### src/rtl/rslatch_driver_if.sv
// Write-request handshake between clocked control logic and the RS latch driver.
// The master offers a one-bit value and the driver accepts it when ready.
interface rslatch_driver_if;
  logic req_valid;
  logic req_value;
  logic req_ready;

  modport master (
    output req_valid,
    output req_value,
    input  req_ready
  );

  modport slave (
    input  req_valid,
    input  req_value,
    output req_ready
  );
endinterface

### src/rtl/rslatch_driver.sv
// Clocked driver for an asynchronous RS latch: width-controlled s/r pulse,
// then a synchronised readback of q/n that raises done and a sticky err.
module rslatch_driver #(
  parameter int PULSE_CYCLES  = 10,
  parameter int SETTLE_CYCLES = 3
) (
  input  logic              clk,
  input  logic              rst_n,
  rslatch_driver_if.slave   req,
  input  logic              err_clr,
  input  logic              q,
  input  logic              n,
  output logic              s,
  output logic              r,
  output logic              done,
  output logic              err,
  output logic              stored
);

  localparam int MAXC = (PULSE_CYCLES > SETTLE_CYCLES) ?
                        PULSE_CYCLES : SETTLE_CYCLES;
  localparam int CW   = $clog2(MAXC + 1);

  typedef enum logic [1:0] {
    IDLE,
    DRIVE,
    SETTLE,
    CHECK
  } state_t;

  state_t        state, state_nxt;
  logic [CW-1:0] cnt, cnt_nxt;
  logic          s_nxt, r_nxt;
  logic          stored_nxt, err_nxt;
  logic          q_meta, q_sync;
  logic          n_meta, n_sync;
  logic          fail;

  always_ff @(posedge clk or negedge rst_n) begin
    if (!rst_n) begin
      state  <= IDLE;
      cnt    <= '0;
      s      <= 1'b0;
      r      <= 1'b0;
      stored <= 1'b0;
      err    <= 1'b0;
      q_meta <= 1'b0;
      q_sync <= 1'b0;
      n_meta <= 1'b0;
      n_sync <= 1'b0;
    end else begin
      state  <= state_nxt;
      cnt    <= cnt_nxt;
      s      <= s_nxt;
      r      <= r_nxt;
      stored <= stored_nxt;
      err    <= err_nxt;
      q_meta <= q;
      q_sync <= q_meta;
      n_meta <= n;
      n_sync <= n_meta;
    end
  end

  // Invalid latch state (q==n) counts as a failure as well.
  assign fail = (q_sync != stored) ||
                (n_sync == stored) ||
                (q_sync == n_sync);

  assign req.req_ready = (state == IDLE);
  assign done          = (state == CHECK);

  always_comb begin
    state_nxt  = state;
    cnt_nxt    = cnt;
    s_nxt      = 1'b0;
    r_nxt      = 1'b0;
    stored_nxt = stored;
    err_nxt    = err;
    if (err_clr) err_nxt = 1'b0;
    unique case (state)
      IDLE: begin
        if (req.req_valid) begin
          state_nxt  = DRIVE;
          cnt_nxt    = CW'(PULSE_CYCLES - 1);
          s_nxt      = req.req_value;
          r_nxt      = ~req.req_value;
          stored_nxt = req.req_value;
        end
      end
      DRIVE: begin
        if (cnt == '0) begin
          state_nxt = SETTLE;
          cnt_nxt   = CW'(SETTLE_CYCLES - 1);
        end else begin
          s_nxt   = stored;
          r_nxt   = ~stored;
          cnt_nxt = cnt - CW'(1);
        end
      end
      SETTLE: begin
        if (cnt == '0) begin
          state_nxt = CHECK;
          cnt_nxt   = '0;
        end else begin
          cnt_nxt = cnt - CW'(1);
        end
      end
      CHECK: begin
        state_nxt = IDLE;
        cnt_nxt   = '0;
        if (fail) err_nxt = 1'b1;
      end
      default: begin
        state_nxt = IDLE;
        cnt_nxt   = '0;
      end
    endcase
  end

endmodule

### src/flat_wrapper.sv
// flat-port wrapper written by rule: the top's interface ports become plain ports
module rslatch_driver_flat 
#(
  parameter int PULSE_CYCLES  = 10,
  parameter int SETTLE_CYCLES = 3
)
  (clk, rst_n, err_clr, q, n, s, r, done, err, stored, req_req_valid, req_req_value, req_req_ready);
  rslatch_driver_if req_i ();
  input  logic clk;
  input  logic rst_n;
  input  logic err_clr;
  input  logic q;
  input  logic n;
  output logic s;
  output logic r;
  output logic done;
  output logic err;
  output logic stored;
  input wire logic [$bits(req_i.req_valid)-1:0] req_req_valid;
  input wire logic [$bits(req_i.req_value)-1:0] req_req_value;
  output wire logic [$bits(req_i.req_ready)-1:0] req_req_ready;
  assign req_i.req_valid = req_req_valid;
  assign req_i.req_value = req_req_value;
  assign req_req_ready = req_i.req_ready;
  rslatch_driver #(.PULSE_CYCLES(PULSE_CYCLES), .SETTLE_CYCLES(SETTLE_CYCLES)) u_core (.clk(clk), .rst_n(rst_n), .req(req_i), .err_clr(err_clr), .q(q), .n(n), .s(s), .r(r), .done(done), .err(err), .stored(stored));
endmodule
### config.mk
export PLATFORM = sky130hd
export DESIGN_NAME = rslatch_driver_flat
export DESIGN_NICKNAME = d
export VERILOG_FILES = /design/src/rtl/rslatch_driver_if.sv /design/src/rtl/rslatch_driver.sv /design/src/flat_wrapper.sv
export SDC_FILE = /design/constraint.sdc
export NUM_CORES = 1
export LEC_CHECK = 0
export BUFFER_PORTS_ARGS = -buffer_cell sky130_fd_sc_hd__clkbuf_2
export CELL_PAD_IN_SITES_DETAIL_PLACEMENT = 1
export CELL_PAD_IN_SITES_GLOBAL_PLACEMENT = 1
export CORE_AREA = 2 2 54 56
export CTS_BUF_LIST = sky130_fd_sc_hd__clkbuf_4
export CTS_CLUSTER_DIAMETER = 150
export DETAILED_ROUTE_END_ITERATION = 12
export DIE_AREA = 0 0 56 58
export PLACE_DENSITY = 0.52
export SYNTH_ARGS = -nofsm -noshare
export SYNTH_HDL_FRONTEND = slang
export SYNTH_SLANG_ARGS = --single-unit
export TNS_END_PERCENT = 1
### constraint.sdc
create_clock -name clk -period 1.75 [get_ports clk]
set_clock_uncertainty 0.05 [all_clocks]
set_input_delay 0.2625 -clock clk [delete_from_list [all_inputs] [get_ports clk]]
set_output_delay 0.2625 -clock clk [all_outputs]
set_load 0.005 [all_outputs]
# Word level (Yosys, flattened, before mapping)

Cells that the tools add are included.

Register bits: 14
Output and inout bits: 6
Word-level logic and storage cells: 45

Add/sub/neg operators: 1
Eq/ne operators: 9
Mux-type cells: 17
Bitwise gates (word level): 2
Reductions and logical operators: 6

Operators by type and width:

| kind                                                               | count |
|---|---|
| 4-bit case mux with 4 select lines                                 | 1 |
| 4-bit two-way mux                                                  | 3 |
| 2-bit case mux with 4 select lines                                 | 1 |
| 1-bit two-way mux                                                  | 7 |
| 2-bit two-way mux                                                  | 3 |
| 2-bit == test, second input constant                               | 2 |
| 4-bit logical NOT                                                  | 1 |
| 2-bit by 1-bit != test with 1-bit output, second input constant    | 2 |
| 1-bit case mux with 2 select lines                                 | 2 |
| 4-bit by 1-bit subtractor with 4-bit output, second input constant | 1 |
| 3-bit AND reduction                                                | 1 |
| 1-bit == test                                                      | 2 |
| 2-bit by 1-bit == test with 1-bit output, second input constant    | 1 |
| 2-bit logical NOT                                                  | 1 |
| 1-bit logical OR                                                   | 2 |
| 2-bit != test, second input constant                               | 1 |
| 1-bit inverter                                                     | 2 |
| 2-bit AND reduction                                                | 1 |
| 1-bit != test                                                      | 1 |

# Longest topological paths before layout

Depth in word-level cells: 5
Depth in mapped cells: 5
Depth with buffers taken out: 5

# Worst setup path after synthesis

OpenSTA, ideal clock, no wires.

Path type: register -> register
Start: register u_core.cnt[1]
End: register u_core.state[1]
Setup time: 0.128 ns
Arrival: 1.395 ns
Data required time: 1.572 ns
Setup slack: 0.177 ns
Cell stages (with the launch flop): 4
Path through: dfrtp_1 > or4_4 > a21oi_4 > mux2_1

Word-level cells in the longest chain between the ends: 3

Ends and longest elaborated chain:

| what                                                      | line                                        | RTL |
|---|---|---|
| from (decl)                                               | rslatch_driver.sv:32                        | `logic [CW-1:0] cnt, cnt_nxt;` |
| from (signal assigned)                                    | rslatch_driver.sv:53                        | `cnt <= cnt_nxt;` |
| 4-bit logical NOT *                                       | rslatch_driver.sv:92, rslatch_driver.sv:102 |  |
| 2-bit by 1-bit != test with 1-bit output (no source line) | n/a                                         |  |
| 3-bit AND reduction (no source line) *                    | n/a                                         |  |
| to (signal assigned)                                      | rslatch_driver.sv:52                        | `state <= state_nxt;` |
| to (decl)                                                 | rslatch_driver.sv:31                        | `state_t state, state_nxt;` |

Every way passes the cells marked *; elsewhere a longest branch is shown, timed or not.
A chain may end at the register's enable or synchronous reset.

# Worst setup path in the final report

Start: register u_core.state[0]
End: register u_core.state[1]

Word-level cells in the longest chain between the ends: 3

Ends and longest elaborated chain:

| what                                                                                              | line                 | RTL |
|---|---|---|
| 2-bit == test (tied with other cells)                                                             | rslatch_driver.sv:81 | `unique case (state)` |
| 2-bit by 1-bit != test with 1-bit output (no source line) / 2-bit != test (equally long branches) | n/a                  |  |
| 3-bit AND reduction (no source line)                                                              | n/a                  |  |

Several ways; a longest one is shown, not always the timed one.

==> results_dict.tcl <==
set metrics [dict create \
    drt_iter0_drc 2 \
    die_area_um2 3248 \
    drv_slew 0 \
    min_path_type "in -> reg" \
    cts.path.max_buffers 2 \
    met3_usage_pct 2.455 \
    diodes 0 \
    yosysTopAreaCellShare_pct 55.56 \
    viasPerCell 4.369 \
    use_met2_pct 15.13 \
    finalHoldViolations 0 \
    core_area_um2 2663 \
    r2r_cells 5 \
    synth_seq_cells 14 \
    ios 13 \
    syn_avg_cell_area_um2 11.06 \
    worst_slack_ps 81.02 \
    top_usage_layer "met2" \
    cp_data_required_time_ps 1870 \
    fmax_mhz 599.2 \
    drv_cap 0 \
    synth_nets 68 \
    p_leak_nw 0.3960 \
    ant_nets 0 \
    setup_viol 0 \
    post_drt_wl_per_cell_um 12.52 \
    area_growth_pct 28.57 \
    grt_max_degree 15 \
    rrSetupSlack_ps 80 \
    cts_made_buffers 3 \
    vias 485 \
    period_minus_slack_ps 1669 \
    total_power_mw 1.400 \
    dieHeight_um 58 \
    die_w_um 56 \
    grt_pass1_wl_um 2401 \
    cts_tree "done" \
    cts_root_buf "clkbuf_4" \
    fillers 326 \
    start_util_pct 23.68 \
    yosysSeqAreaShare_pct 55.56 \
    hpwl_um 1021 \
    grt_pass1_vias 529 \
    cp.arrival_ps 1790 \
    drt-total-wl_um 1390 \
    cts_resized 0 \
    route.detailed.drc 0 \
    grt_overflow 0 \
    layout-drive-gt1-share_pct 30.00 \
    path_clk_slew_ps 90 \
    ys_top_cells_by_area "dfrtp_1 (56%), ha_1 (7.9%), nand2_1 (4.8%)" \
    relSlewSlack_pct 74.35 \
    start_kind "flip-flop" \
    p_per_area_nw_per_um2 1727 \
    yosysTopAreaCell "dfrtp_1" \
    num_rows 19 \
    grt_use_met1_pct 12.32 \
    gp_congestion 0.7738 \
    outcome "finished clean" \
    dp_slack_ps 59.27 \
    fin_nets 92 \
    timing.final.crit_share_pct 95.37 \
    critPathMaxFanout 3 \
    port_buffers 12 \
    min_from "q" \
    clock-sinks 14 \
    cp-startpoint "u_core.state[0]" \
    antenna_found_initial 0 \
    end_kind "flip-flop" \
    path_class "reg -> reg" \
    worst_pin_slew_ps 383.9 \
    clock_latency_ps 280 \
    dr.pass1.iters 3 \
    peakVddDrop_mv 0.4402 \
    synth_cells 57 \
    synth_cell_types 22 \
    cp-endpoint "u_core.state[1]" \
    regToRegStartpoint "u_core.state[0]" \
    grtUsageTotal_pct 9.792 \
    r2r-end "u_core.state[1]" \
    synth_area_um2 630.6 \
    htree_levels 1 \
    synth_warnings 0 \
]
-- cell type report --
| class | instances | area, um^2 | share of cell area, % |
|---|---|---|---|
| Clock inverter | 1 | 3.754 | 0.4630 |
| Sequential cell | 14 | 350.3 | 43.21 |
| Timing Repair Buffer | 19 | 115.1 | 14.20 |
| Inverter | 4 | 15.01 | 1.852 |
| Tap cell | 31 | 38.79 | 4.784 |
| Clock buffer | 3 | 22.52 | 2.778 |
| Multi-Input combinational cell | 39 | 265.3 | 32.72 |
-- worst max-delay path, stage by stage (launching register included) --
cell and delay [ps]:
dfrtp_1 400, inv_1 80, ha_1 230, or2_1 300, a21oi_4 180, mux2_1 330
-- synthesized netlist by cell type --
master / number
or4_4: 1
o22ai_1: 1
nand3_1: 3
o221ai_1: 1
o21ai_0: 2
nand2_1: 8
a2bb2oi_1: 1
nor2b_1: 1
o21ai_1: 3
o21ba_2: 1
dfrtp_1: 14
o311ai_0: 1
a21oi_1: 2
ha_1: 4
inv_1: 4
o31ai_1: 1
or2_1: 2
a21oi_4: 1
mux2_1: 1
nand2b_1: 1
nor2_1: 3
mux2i_1: 1
-- metal layers --
layer	share of wire (%)	wire length [um]
met1	47	653
met3	4.2	59
met4	0.86	12
met2	48	665
met5	0	0
-- power breakdown --
group / internal (mW) / switching, mW
combinational: 0.359 / 0.347
sequential: 0.424 / 0.0809
clock: 0.0828 / 0.107
-- cells in the final DEF (no fill, tap or decap), types with 2 or more instances in the layout --
cell type	netlist	final
nand2_1	8	8
o21ai_1	3	3
clkbuf_4	0	3
nor2_1	3	3
ha_1	4	4
buf_4	0	6
clkbuf_2	0	12
a21oi_1	2	2
dfrtp_1	14	14
o21ai_0	2	2
or2_1	2	2
nand3_1	3	3
inv_1	4	4
-- worst min-delay path by stage --
| stage | end | cells after the start | slack, ps |
|---|---|---|---|
| 2_1_floorplan | u_core.cnt[0] | 0 | -80 |
| 3_3_place_gp | u_core.q_meta | 1 | 140 |
| 3_5_place_dp | u_core.q_meta | 1 | 140 |
| 4_1_cts | u_core.n_meta | 1 | 20 |
| 5_1_grt | u_core.q_meta | 1 | 20 |
| 6_report | u_core.q_meta | 1 | 30 |
-- sequential cells by signal, indices dropped and copies added (netlist names) --
name,flops
u_core.cnt,4
u_core.err,1
u_core.n_meta,1
u_core.n_sync,1
u_core.q_meta,1
u_core.q_sync,1
u_core.r,1
u_core.s,1
u_core.state,2
u_core.stored,1
-- timing repair --
action	CTS	global route
setup endpoints to repair	0	1
setup buffers	0	3
endpoints found under the hold margin	14	0
hold buffers	1	0
-- logic make-up (layout without fill, tap and decap cells) --
family	after synthesis	after routing	synth area share, %
AO/OA/AOI/OAI	14	14	16.07
adder cells (fa/ha/maj)	4	4	7.937
buffers and inverters	4	27	2.380
flip-flops	14	14	55.56
multiplexers	2	2	3.373
AND/OR/NAND/NOR	19	19	14.68
-- metrics by stage --
step / instances / cell area (um^2) / utilization [%] / setup TNS, ps / hold WS, ps
CTS: 108 / 788.3 / 29.61 / 0 / 19.95
detailed placement: 103 / 752.0 / 28.24 / 0 / 144.7
finish: 111 / 810.8 / 30.45 / 0 / 31.52
global route: 111 / 810.8 / 30.45 / -7.695 / 16.26
floorplan: 57 / 630.6 / - / 0 / -83.09
global placement: 103 / 752.0 / 28.24 / 0 / 138.6
No activity file was read; power rests on OpenSTA's default activity.
